File: config.mk
export PLATFORM = sky130hd
export DESIGN_NAME = filter_window_stats_flat
export DESIGN_NICKNAME = d
export VERILOG_FILES = /design/src/rtl/filter_window_stats_if.sv /design/src/rtl/filter_window_stats.sv /design/src/flat_wrapper.sv
export SDC_FILE = /design/constraint.sdc
export NUM_CORES = 1
export LEC_CHECK = 0
export CORE_ASPECT_RATIO = 1.1
export CORE_MARGIN = 2
export CORE_UTILIZATION = 30
export CTS_BUF_LIST = sky130_fd_sc_hd__clkbuf_8
export DETAILED_ROUTE_END_ITERATION = 16
export GPL_ROUTABILITY_DRIVEN = 0
export PLACE_DENSITY = 0.43
export RECOVER_POWER = 25
export SLEW_MARGIN = 30
export SYNTH_ARGS = -nofsm -noshare
export SYNTH_HDL_FRONTEND = slang
export SYNTH_SLANG_ARGS = --single-unit
File: constraint.sdc
create_clock -name clk -period 7.07 [get_ports clk]
set_clock_uncertainty 0.15 [all_clocks]
set_input_delay 1.414 -clock clk [delete_from_list [all_inputs] [get_ports clk]]
set_output_delay 1.414 -clock clk [all_outputs]
set_load 0.01 [all_outputs]
File: src/rtl/filter_window_stats_if.sv
`default_nettype none
// ============================================================================
// Module   : filter_window_stats_if
// Brief    : Sample-in / record-out bundle for the window statistics block.
// Revision : 1.0 - initial release
// ============================================================================
interface filter_window_stats_if;
    logic [15:0] in;
    logic        in_en;
    logic        flush;
    logic [15:0] out_avg;
    logic [15:0] out_max;
    logic [15:0] out_min;
    logic        out_valid;
    logic        out_ready;
    logic        busy;
    logic        overflow;

    // Upstream filter and downstream consumer side
    modport master (
        output in, in_en, flush, out_ready,
        input  out_avg, out_max, out_min, out_valid, busy, overflow
    );

    // Statistics block side
    modport slave (
        input  in, in_en, flush, out_ready,
        output out_avg, out_max, out_min, out_valid, busy, overflow
    );
endinterface
`default_nettype wire

File: src/rtl/filter_window_stats.sv
`default_nettype none
// ============================================================================
// Module   : filter_window_stats
// Brief    : Per-window average/max/min of a sample stream, queued in a FIFO.
// Revision : 1.0 - initial release
// ============================================================================
module filter_window_stats #(
    parameter int WIN_LOG2   = 2,
    parameter int DEPTH_LOG2 = 2
) (
    input  logic                  clk,
    input  logic                  rst,
    filter_window_stats_if.slave  bus
);

    localparam int WIN   = 1 << WIN_LOG2;
    localparam int DEPTH = 1 << DEPTH_LOG2;
    localparam int SUM_W = 16 + WIN_LOG2;
    localparam int OCC_W = DEPTH_LOG2 + 1;

    typedef enum logic [0:0] {
        ST_IDLE = 1'b0,
        ST_ACC  = 1'b1
    } state_t;

    state_t                  state_q,  state_d;
    logic [WIN_LOG2-1:0]     count_q,  count_d;
    logic [SUM_W-1:0]        sum_q,    sum_d;
    logic [15:0]             max_q,    max_d;
    logic [15:0]             min_q,    min_d;
    logic [DEPTH_LOG2-1:0]   wr_ptr_q, wr_ptr_d;
    logic [DEPTH_LOG2-1:0]   rd_ptr_q, rd_ptr_d;
    logic [OCC_W-1:0]        occ_q,    occ_d;
    logic                    overflow_q, overflow_d;
    logic [47:0]             mem_q [DEPTH];

    logic                    w_first;
    logic                    w_complete;
    logic [SUM_W-1:0]        w_sum_new;
    logic [15:0]             w_max_new;
    logic [15:0]             w_min_new;
    logic [47:0]             w_record;
    logic                    w_pop;
    logic                    w_push;
    logic                    w_full;
    logic                    w_drop;
    logic                    w_valid;
    logic [47:0]             w_head;

    // A flush discards history, so the same-edge sample opens a fresh window.
    always_comb begin
        w_first    = (state_q == ST_IDLE) || bus.flush;
        w_sum_new  = w_first ? SUM_W'(bus.in) : sum_q + SUM_W'(bus.in);
        w_max_new  = (w_first || (bus.in > max_q)) ? bus.in : max_q;
        w_min_new  = (w_first || (bus.in < min_q)) ? bus.in : min_q;
        w_complete = bus.in_en && !bus.flush && (count_q == WIN_LOG2'(WIN - 1));
        w_record   = {w_sum_new[WIN_LOG2 +: 16], w_max_new, w_min_new};
    end

    always_comb begin
        count_d = count_q;
        sum_d   = sum_q;
        max_d   = max_q;
        min_d   = min_q;
        if (bus.in_en) begin
            if (w_complete) begin
                count_d = '0;
                sum_d   = '0;
                max_d   = '0;
                min_d   = '0;
            end else begin
                count_d = w_first ? WIN_LOG2'(1) : count_q + WIN_LOG2'(1);
                sum_d   = w_sum_new;
                max_d   = w_max_new;
                min_d   = w_min_new;
            end
        end else if (bus.flush) begin
            count_d = '0;
            sum_d   = '0;
            max_d   = '0;
            min_d   = '0;
        end
        state_d = (count_d != '0) ? ST_ACC : ST_IDLE;
    end

    // Pop frees a slot on the same edge, so a full FIFO can still accept.
    always_comb begin
        w_valid    = (occ_q != '0);
        w_pop      = w_valid && bus.out_ready;
        w_full     = (occ_q == OCC_W'(DEPTH));
        w_push     = w_complete && (!w_full || w_pop);
        w_drop     = w_complete && w_full && !w_pop;
        wr_ptr_d   = w_push ? wr_ptr_q + DEPTH_LOG2'(1) : wr_ptr_q;
        rd_ptr_d   = w_pop  ? rd_ptr_q + DEPTH_LOG2'(1) : rd_ptr_q;
        occ_d      = occ_q;
        if (w_push && !w_pop) begin
            occ_d = occ_q + OCC_W'(1);
        end else if (w_pop && !w_push) begin
            occ_d = occ_q - OCC_W'(1);
        end
        overflow_d = overflow_q || w_drop;
    end

    always_ff @(posedge clk) begin
        if (rst) begin
            state_q    <= ST_IDLE;
            count_q    <= '0;
            sum_q      <= '0;
            max_q      <= '0;
            min_q      <= '0;
            wr_ptr_q   <= '0;
            rd_ptr_q   <= '0;
            occ_q      <= '0;
            overflow_q <= 1'b0;
        end else begin
            state_q    <= state_d;
            count_q    <= count_d;
            sum_q      <= sum_d;
            max_q      <= max_d;
            min_q      <= min_d;
            wr_ptr_q   <= wr_ptr_d;
            rd_ptr_q   <= rd_ptr_d;
            occ_q      <= occ_d;
            overflow_q <= overflow_d;
        end
    end

    // Storage needs no reset; the outputs are gated by occupancy.
    always_ff @(posedge clk) begin
        if (w_push) begin
            mem_q[wr_ptr_q] <= w_record;
        end
    end

    assign w_head        = mem_q[rd_ptr_q];
    assign bus.out_valid = w_valid;
    assign bus.out_avg   = w_valid ? w_head[47:32] : 16'd0;
    assign bus.out_max   = w_valid ? w_head[31:16] : 16'd0;
    assign bus.out_min   = w_valid ? w_head[15:0]  : 16'd0;
    assign bus.busy      = (state_q == ST_ACC);
    assign bus.overflow  = overflow_q;

endmodule
`default_nettype wire

File: src/flat_wrapper.sv
// flat-port wrapper written by rule: the top's interface ports become plain ports
module filter_window_stats_flat 
#(
    parameter int WIN_LOG2   = 2,
    parameter int DEPTH_LOG2 = 2
)
  (clk, rst, bus_in, bus_in_en, bus_flush, bus_out_ready, bus_out_avg, bus_out_max, bus_out_min, bus_out_valid, bus_busy, bus_overflow);
  filter_window_stats_if bus_i ();
  input  logic clk;
  input  logic rst;
  input wire logic [$bits(bus_i.in)-1:0] bus_in;
  input wire logic [$bits(bus_i.in_en)-1:0] bus_in_en;
  input wire logic [$bits(bus_i.flush)-1:0] bus_flush;
  input wire logic [$bits(bus_i.out_ready)-1:0] bus_out_ready;
  output wire logic [$bits(bus_i.out_avg)-1:0] bus_out_avg;
  output wire logic [$bits(bus_i.out_max)-1:0] bus_out_max;
  output wire logic [$bits(bus_i.out_min)-1:0] bus_out_min;
  output wire logic [$bits(bus_i.out_valid)-1:0] bus_out_valid;
  output wire logic [$bits(bus_i.busy)-1:0] bus_busy;
  output wire logic [$bits(bus_i.overflow)-1:0] bus_overflow;
  assign bus_i.in = bus_in;
  assign bus_i.in_en = bus_in_en;
  assign bus_i.flush = bus_flush;
  assign bus_i.out_ready = bus_out_ready;
  assign bus_out_avg = bus_i.out_avg;
  assign bus_out_max = bus_i.out_max;
  assign bus_out_min = bus_i.out_min;
  assign bus_out_valid = bus_i.out_valid;
  assign bus_busy = bus_i.busy;
  assign bus_overflow = bus_i.overflow;
  filter_window_stats #(.WIN_LOG2(WIN_LOG2), .DEPTH_LOG2(DEPTH_LOG2)) u_core (.clk(clk), .rst(rst), .bus(bus_i));
endmodule
==> impl_metrics.env, run 1 <==
export IMPL_status="complete, but fails checks"
export IMPL_violations="max-capacitance violations, max-slew violations"
export IMPL_synth_area_leader_cell="edfxtp_1"
export IMPL_synth_top_area_share_pct=49.1
export IMPL_min_delay_start="u_core.sum_q[14]"
export IMPL_die_area_sq_um=40800
export IMPL_place_hpwl_mm=18.5
export IMPL_yosys_area_share_simple_pct=7.76
export IMPL_fin_area_sq_um=13900
export IMPL_hold_depth=2
export IMPL_cts_sinks=255
export IMPL_end_kind="flip-flop"
export IMPL_rows=76
export IMPL_drc=0
export IMPL_startpoint="bus_flush"
export IMPL_drtIter0Drc=438
export IMPL_cts_buffers=46
export IMPL_synth_top_family_by_area="multiplexers"
export IMPL_p_leak_uw=0.00485
export IMPL_rsz0062_at_grt="false"
export IMPL_syn_avg_cell_area_sq_um=14.1
export IMPL_avgViaCountPerCell=4.85
export IMPL_tightestPinTransition_ns=3.00
export IMPL_hp_class="reg -> reg"
export IMPL_multiInputGateArea_sq_um=4410
export IMPL_synth_ff_latch_count=255
export IMPL_synth_seq_area_share_pct=59.8
export IMPL_maxSlewViolCount=196
export IMPL_finalCritPeriodShare_pct=77.3
export IMPL_antenna_found_initial=0
export IMPL_post_cts_setup_buffers=0
export IMPL_worstSetupPathType="in -> reg"
export IMPL_grt_max_degree=52
export IMPL_clockBufferDepth=3
export IMPL_syn_to_final_growth_pct=18.2
export IMPL_firstDrtPassIters=4
export IMPL_cts_root_buffer="clkbuf_8"
export IMPL_setup_viol=0
export IMPL_power_frac_comb_pct=28.3
export IMPL_netSwitchingFraction_pct=29.5
export IMPL_htree_levels=2
export IMPL_synthXorXnorAreaFrac_pct=1.27
export IMPL_synthMuxAreaShare_pct=12.4
export IMPL_cts_hold_buf=0
export IMPL_r2r_cells=4
export IMPL_synth_edf_count=192
export IMPL_tns_ns=0
export IMPL_async_flop_share_pct=0
export IMPL_num_vias=7079
export IMPL_yosysUniqueCellTypes=59
export IMPL_p_int_uw=3040
export IMPL_n_fill_cell=3755
export IMPL_fin_util_pct=35.7
export IMPL_whs_ns=0.320
export IMPL_wl_mm=30.2
export IMPL_synth_ff_type="edfxtp_1"
export IMPL_hold_viol=0
export IMPL_wl_per_cell_um=20.7
export IMPL_io_pins=72
export IMPL_synth_nets=908
export IMPL_pwr_share_clk_pct=31.6
export IMPL_coreArea_sq_um=38900
export IMPL_maxClockFrequency_mhz=183
export IMPL_syn_area_sq_um=11700
export IMPL_fin_nets=992
export IMPL_path_depth=4
export IMPL_start_util_pct=30.2
export IMPL_ir_drop_v=0.000306
export IMPL_powerDensity_nw_per_um2=311
export IMPL_layout_drive_gt1_share_pct=17.3
export IMPL_overflow=0
export IMPL_port_buffers=71
export IMPL_reg2reg_from="u_core.count_q[0]"
export IMPL_cp_required_ns=7.02
export IMPL_grt_pass1_wl_mm=46.9
export IMPL_grt_pass1_vias=7508
export IMPL_cp_top_family="simple AND/OR/NAND/NOR gates"
export IMPL_dpl_cell_area_sq_um=13000
export IMPL_antenna_cells=0
export IMPL_max_slew_margin_rel_pct=-100
export IMPL_sequentialPowerShare_pct=40.1
export IMPL_synth_cells=832
export IMPL_period_needed_ns=5.46
export IMPL_grt_usage_pct=15.4
export IMPL_chipWidth_um=193
export IMPL_maxCapViolCount=4
export IMPL_crit_fanout=48
export IMPL_cts_resized=0
export IMPL_drtAntennaViolNets=0
export IMPL_clkTransAtPathRegs_ns=0.06
export IMPL_synth_compound_area_share_pct=9.94
export IMPL_start_kind="input port"
export IMPL_critical_path_cell_chain="dlygate4sd3_1 > nand2b_1 > nor3b_1 > and2_1"
export IMPL_cp_slowest_cell="and2_1"
export IMPL_cpPeakStageDelay_ns=2.28
export IMPL_ff_latch_area_sq_um=7030
export IMPL_p_sw_uw=1270
export IMPL_cp_arrival_ns=5.42
export IMPL_synth_fa_ha_area_share_pct=5.99
export IMPL_cp_num_buf_inv=1
export IMPL_ys_warn_count=0
export IMPL_clk_latency_ns=0.59
export IMPL_ys_top_cells_by_area="edfxtp_1, dfxtp_1, mux4_2, ha_1, mux2_2"
export IMPL_cts_tree="done"
export IMPL_die_h_um=212
## state kept, by name, summed over array words and instances, names as in the netlist, named ones only
name and count:
u_core.bus.busy 1, u_core.wr_ptr_q 2, u_core.min_q 16, u_core.count_q 2
u_core.bus.overflow 1, u_core.rd_ptr_q 2, u_core.occ_q 3, u_core.max_q 16
u_core.sum_q 18, u_core.mem_q 192
## stage by stage
| step | power (uW) | instances | setup WS, ns |
|---|---|---|---|
| 5_1_grt | 4560 | 1461 | 1.25 |
| 2_1_floorplan | 2420 | 832 | 3.06 |
| 6_report | 4310 | 1461 | 1.61 |
| 4_1_cts | 4410 | 1461 | 2.17 |
| 3_3_place_gp | 3020 | 1375 | 2.03 |
| 3_5_place_dp | 3020 | 1375 | 2.06 |
## kinds of logic after synthesis
kind of cell             after synthesis
multiplexers                          82
buffers and inverters                 80
adder cells (fa/ha/maj)               55
flip-flops                           255
XOR/XNOR                              17
AND/OR/NAND/NOR                      173
AO/OA/AOI/OAI                        170
## path summary, 6_finish.rpt
kind | end | slack [ns]
setup / recovery | u_core.mem_q[2][10] | 1.61
hold / removal | u_core.sum_q[14] | 0.32
setup reg to reg | u_core.mem_q[2][10] | 2.62
hold reg to reg | u_core.sum_q[14] | 0.32
## synthesized netlist by cell type (2+ instances only)
master	count
o21a_1	4
fa_1	2
nor2_1	31
and3_1	2
xor2_1	11
or3b_2	2
mux2i_1	2
or3_1	3
nand2b_1	3
a32oi_1	2
o21ai_0	33
o31ai_1	3
nor3b_1	4
inv_1	40
o221ai_1	2
a31oi_1	4
mux4_2	48
ha_1	53
a22o_1	37
dfxtp_1	63
a22oi_1	4
nand3_1	12
o21bai_1	2
nand2_1	38
or2_2	2
nor3_1	5
o211ai_1	7
a211o_1	2
nor2b_1	4
a21oi_1	42
edfxtp_1	192
and2_1	52
a211oi_1	4
a21o_1	13
nand4_1	6
mux2_2	32
buf_4	2
or4_1	4
buf_2	10
xnor2_1	6
clkbuf_1	25
buf_1	2
## cell type report
cell class              count  share of cell area, %
clock buffers              50                   4.96
clock inverters            36                   1.60
inverters                  40                   1.08
multi-input cells         497                   31.7
flip-flops and latches    255                   50.7
well taps                 507                   4.57
repair buffers             76                   5.39
## tightest hold or removal path: stages, from the launching register on
cell and delay [ns]:
dfxtp_1 0.33, nand2_1 0.05, o221ai_1 0.05
## per-layer routing
layer  routed length (um)  GRT usage [%]
met2                14700           25.4
met1                14100           20.8
met4                  628           4.58
met3                  812           2.49
met5                    0              0
## power groups by stage
stage / clock network [uW] / logic (uW) / registers [uW]
after floorplan: 0 / 720 / 1700
after global placement: 0 / 1250 / 1770
after detailed placement: 0 / 1250 / 1770
after CTS: 1410 / 1260 / 1730
after global routing: 1470 / 1340 / 1740
final: 1360 / 1220 / 1730
## placed cells by master (no fill, tap or decap), drive strengths merged, types with 38 or more instances in the layout
cell type / n
edfxtp: 192
clkdlybuf4s50: 64
dfxtp: 63
inv: 58
ha: 53
and2: 52
clkbuf: 50
mux4: 48
a21oi: 44
nand2: 38
(Power assumes the default switching activity.)
==> run 2, diff against run 1 <==
==> constraint.sdc (replaced) <==
create_clock -name clk -period 5.5 [get_ports clk]
set_clock_uncertainty 0.15 [all_clocks]
set_input_delay 1.1 -clock clk [delete_from_list [all_inputs] [get_ports clk]]
set_output_delay 1.1 -clock clk [all_outputs]
set_load 0.01 [all_outputs]
==> impl_metrics.env, run 2 (same netlist as run 1, synthesis figures left out) <==
export IMPL_crit_fanout=23
export IMPL_cp_top_family="buffers and inverters"
export IMPL_grt_pass1_wl_mm=45.8
export IMPL_cts_buffers=44
export IMPL_ir_drop_v=0.000269
export IMPL_max_slew_margin_rel_pct=-21.9
export IMPL_grt_usage_pct=15.2
export IMPL_overflow=0
export IMPL_worst_slack_ns=1.21
export IMPL_grt_max_degree=52
export IMPL_end_kind="primary output"
export IMPL_violations="max-capacitance violations, max-slew violations"
export IMPL_preCtsSetupSlack_ns=1.16
export IMPL_clk_latency_ns=0.57
export IMPL_fin_nets=1018
export IMPL_status="complete, but fails checks"
export IMPL_cp_required_ns=4.25
export IMPL_layout_common_cells="edfxtp_1, clkdlybuf4s50_1, dfxtp_1, inv_1, ha_1"
export IMPL_tightestPinTransition_ns=1.83
export IMPL_cts_resized=0
export IMPL_layout_drive_gt1_share_pct=18.5
export IMPL_cp_num_buf_inv=2
export IMPL_fin_cells=1484
export IMPL_worstSetupPathType="reg -> out"
export IMPL_cts_sinks=255
export IMPL_final_common_cell="edfxtp_1"
export IMPL_rows=76
export IMPL_finalCritPeriodShare_pct=77.9
export IMPL_avgViaCountPerCell=4.85
export IMPL_cp_arrival_ns=3.04
export IMPL_place_hpwl_mm=19.6
export IMPL_n_fill_cell=3807
export IMPL_cpPeakStageDelay_ns=0.72
export IMPL_chipWidth_um=193
export IMPL_port_buffers=71
export IMPL_largest_reg_flops=192
export IMPL_coreArea_sq_um=38900
export IMPL_clockBufferDepth=3
export IMPL_maxSlewViolCount=126
export IMPL_p_leak_uw=0.00494
export IMPL_cts_tree="done"
export IMPL_htree_levels=2
export IMPL_powerDensity_nw_per_um2=394
export IMPL_post_cts_setup_buffers=0
export IMPL_firstDrtPassIters=5
export IMPL_grt_pass1_vias=7509
export IMPL_cp_slowest_cell="dfxtp_4"
export IMPL_rsz0062_at_grt="false"
export IMPL_maxClockFrequency_mhz=233
export IMPL_die_area_sq_um=40800
export IMPL_wl_per_cell_um=20.4
export IMPL_hold_viol=0
export IMPL_antenna_cells=0
export IMPL_antenna_found_initial=0
export IMPL_period_needed_ns=4.29
export IMPL_largest_registers="u_core.mem_q x192, u_core.sum_q x18"
export IMPL_setup_viol=0
export IMPL_maxCapViolCount=4
export IMPL_num_vias=7204
export IMPL_io_pins=72
export IMPL_cts_hold_buf=0
export IMPL_drtIter0Drc=472
export IMPL_fin_util_pct=36.1
export IMPL_clkTransAtPathRegs_ns=0.06
export IMPL_dp_cells=1403
export IMPL_regMostFlops="u_core.mem_q"
export IMPL_start_util_pct=30.2
export IMPL_cts_root_buffer="clkbuf_8"
export IMPL_drc=0
export IMPL_tns_ns=0
export IMPL_drtAntennaViolNets=0
export IMPL_critical_path_cell_chain="buf_4 > mux4_2 > and2_1 > clkdlybuf4s50_1"
export IMPL_start_kind="flip-flop"
export IMPL_syn_to_final_growth_pct=19.6
export IMPL_wl_mm=30.3
export IMPL_hp_class="reg -> reg"
export IMPL_die_h_um=212
[run 2: changes by cell type in the layout (fill, tap and decap cells not counted), moves of 3 or more]
cell | before | now
dlygate4sd3_1 | 7 | 4
clkinv_2 | 8 | 3
clkdlybuf4s50_1 | 64 | 67
buf_4 | 5 | 25
clkbuf_1 | 0 | 7
and2_1 | 52 | 48
[run 2: layout make-up]
class | count | area (sq um) | area share [%]
Sequential cell | 255 | 7030 | 50.1
Multi-Input combinational cell | 497 | 4410 | 31.4
Timing Repair Buffer | 104 | 930 | 6.62
Clock buffer | 49 | 674 | 4.80
Tap cell | 507 | 634 | 4.52
Clock inverter | 32 | 214 | 1.52
Inverter | 40 | 150 | 1.07
[run 2: routing by layer]
layer,global-route usage [%],wire length [um]
met1,20.5,13700
met2,24.8,14600
met3,2.54,1250
met4,5.19,781
met5,0,0
[run 2: path summary, 6_finish.rpt]
check | from | to | slack, ns | depth (start not counted)
worst max-delay path | flip-flop | bus_out_max[13] | 1.21 | 4
worst min-delay path | u_core.sum_q[14] | u_core.sum_q[14] | 0.33 | 2
worst max register to register | u_core.count_q[0] | u_core.mem_q[1][27] | 1.97 | 6
worst min register to register | u_core.sum_q[14] | u_core.sum_q[14] | 0.33 | 2
[run 2: worst reg2reg max path, delay by kind of cell (launching register included)]
| kind | cells | cell delay, ns |
|---|---|---|
| adder cells (fa/ha/maj) | 1 | 0.24 |
| buffers and inverters | 2 | 1.62 |
| AND/OR/NAND/NOR | 3 | 0.69 |
| flip-flops | 1 | 0.37 |
[run 2: report_power, final]
group | total [uW] | internal, uW | switching (uW)
combinational | 1580 | 854 | 722
sequential | 2230 | 2130 | 107
clock | 1730 | 959 | 770
[run 2: through the flow]
step	power, uW	hold slack, ns	cell area [sq um]
after floorplan	3110	0.287	11700
after global placement	3900	0.315	13200
after detailed placement	3900	0.312	13200
after CTS	5660	0.329	14100
after global routing	5850	0.343	14000
final	5540	0.328	14000
==> run 3, diff against run 2 <==
==> constraint.sdc (replaced) <==
create_clock -name clk -period 4.35 [get_ports clk]
set_clock_uncertainty 0.15 [all_clocks]
set_input_delay 0.87 -clock clk [delete_from_list [all_inputs] [get_ports clk]]
set_output_delay 0.87 -clock clk [all_outputs]
set_load 0.01 [all_outputs]
==> impl_metrics.env, run 3 (same netlist as run 1, synthesis figures left out) <==
export IMPL_finalCritPeriodShare_pct=87.1
export IMPL_maxSlewViolCount=98
export IMPL_cts_buffers=44
export IMPL_overflow=0
export IMPL_maxCapViolCount=2
export IMPL_chipWidth_um=193
export IMPL_coreArea_sq_um=38900
export IMPL_maxClockFrequency_mhz=264
export IMPL_start_kind="input port"
export IMPL_cts_root_buffer="clkbuf_8"
export IMPL_hold_viol=0
export IMPL_power_uw=6920
export IMPL_drc=0
export IMPL_n_fill_cell=3748
export IMPL_status="complete, but fails checks"
export IMPL_avgViaCountPerCell=4.86
export IMPL_hp_class="reg -> reg"
export IMPL_ir_drop_v=0.000369
export IMPL_clk_latency_ns=0.54
export IMPL_max_slew_margin_rel_pct=-11.3
export IMPL_grt_max_degree=52
export IMPL_clkTransAtPathRegs_ns=0.06
export IMPL_port_buffers=71
export IMPL_cp_required_ns=4.34
export IMPL_syn_to_final_growth_pct=20.3
export IMPL_end_kind="flip-flop"
export IMPL_cts_tree="done"
export IMPL_grt_pass1_wl_mm=45.7
export IMPL_grt_pass1_vias=7516
export IMPL_antenna_found_initial=1
export IMPL_fin_cells=1497
export IMPL_num_vias=7282
export IMPL_period_needed_ns=3.79
export IMPL_whs_ns=0.321
export IMPL_p_leak_uw=0.00501
export IMPL_clockBufferDepth=3
export IMPL_layout_drive_gt1_share_pct=19.6
export IMPL_cts_hold_buf=0
export IMPL_wl_per_cell_um=20.0
export IMPL_die_h_um=212
export IMPL_cp_arrival_ns=3.78
export IMPL_grt_usage_pct=15.1
export IMPL_fin_nets=1032
export IMPL_die_area_sq_um=40800
export IMPL_layout_common_cells="edfxtp_1, clkdlybuf4s50_1, dfxtp_1, inv_1, ha_1"
export IMPL_rows=76
export IMPL_regMostFlops="u_core.mem_q"
export IMPL_powerDensity_nw_per_um2=490
export IMPL_drtAntennaViolNets=0
export IMPL_rsz0062_at_grt="false"
export IMPL_firstDrtPassIters=5
export IMPL_fin_area_sq_um=14100
export IMPL_dpl_cell_area_sq_um=13400
export IMPL_antenna_cells=0
export IMPL_post_cts_setup_buffers=0
export IMPL_largest_registers="u_core.mem_q x192, u_core.sum_q x18"
export IMPL_io_pins=72
export IMPL_largest_reg_flops=192
export IMPL_drtIter0Drc=348
export IMPL_setup_viol=0
export IMPL_dp_cells=1417
export IMPL_start_util_pct=30.2
export IMPL_tns_ns=0
export IMPL_place_hpwl_mm=19.4
export IMPL_wl_mm=29.9
export IMPL_cts_resized=0
export IMPL_worstSetupPathType="in -> reg"
export IMPL_tightestPinTransition_ns=1.67
export IMPL_crit_fanout=48
export IMPL_final_common_cell="edfxtp_1"
export IMPL_htree_levels=2
export IMPL_cts_sinks=255
export IMPL_violations="max-capacitance violations, max-slew violations"
[run 3: cell types whose count changed in the layout (fill, tap and decap cells not counted), sizes merged]
| cell | change |
|---|---|
| bufinv | -1 |
| dlygate4sd3 | +1 |
| buf | +13 |
| clkbuf | +2 |
| clkdlybuf4s50 | -1 |
| clkinv | +1 |
| clkinvlp | -3 |
| inv | +1 |
[run 3: path summary, 6_finish.rpt]
path                       startpoint                   to  slack [ns]  cells past startpoint
setup / recovery            bus_flush  u_core.mem_q[2][29]        0.56                      6
setup reg to reg    u_core.count_q[0]  u_core.mem_q[2][29]        1.05                      6
hold reg to reg   u_core.bus.overflow  u_core.bus.overflow        0.32                      2
hold / removal    u_core.bus.overflow  u_core.bus.overflow        0.32                      2
[run 3: per-layer routing]
layer	wire [um]	vias up	GRT usage (%)
met3	992	45	2.47
met4	548	2	3.90
met1	13600	3657	20.2
met2	14700	129	25.3
li1	-	3449	-
met5	13	-	0
[run 3: power by group]
part / switching (uW) / internal (uW)
registers: 87.9 / 2690
logic: 937 / 1100
clock network: 943 / 1160
total: 1970 / 4960
[run 3: per-stage QoR]
stage | setup slack, ns | utilization (%)
6_report | 0.562 | 36.3
5_1_grt | 0.322 | 36.3
4_1_cts | 0.478 | 36.5
3_5_place_dp | 0.414 | 34.3
3_3_place_gp | 0.398 | 34.3
2_1_floorplan | 0.888 | -
[run 3: final cells by class]
type	count	area [sq um]	area share, %
multi-input combinational	497	4400	31.1
tap	507	634	4.49
inverter	40	150	1.06
sequential	255	7030	49.8
clock inverter	30	168	1.19
timing repair buffer	118	1060	7.50
clock buffer	50	688	4.87
[run 3: critical path, stage by stage]
cell and delay (ns):
dlygate4sd3_1 0.64, nand2b_1 0.29, nor3b_1 0.22, clkbuf_1 0.31
and2_2 0.20, clkbuf_2 1.20
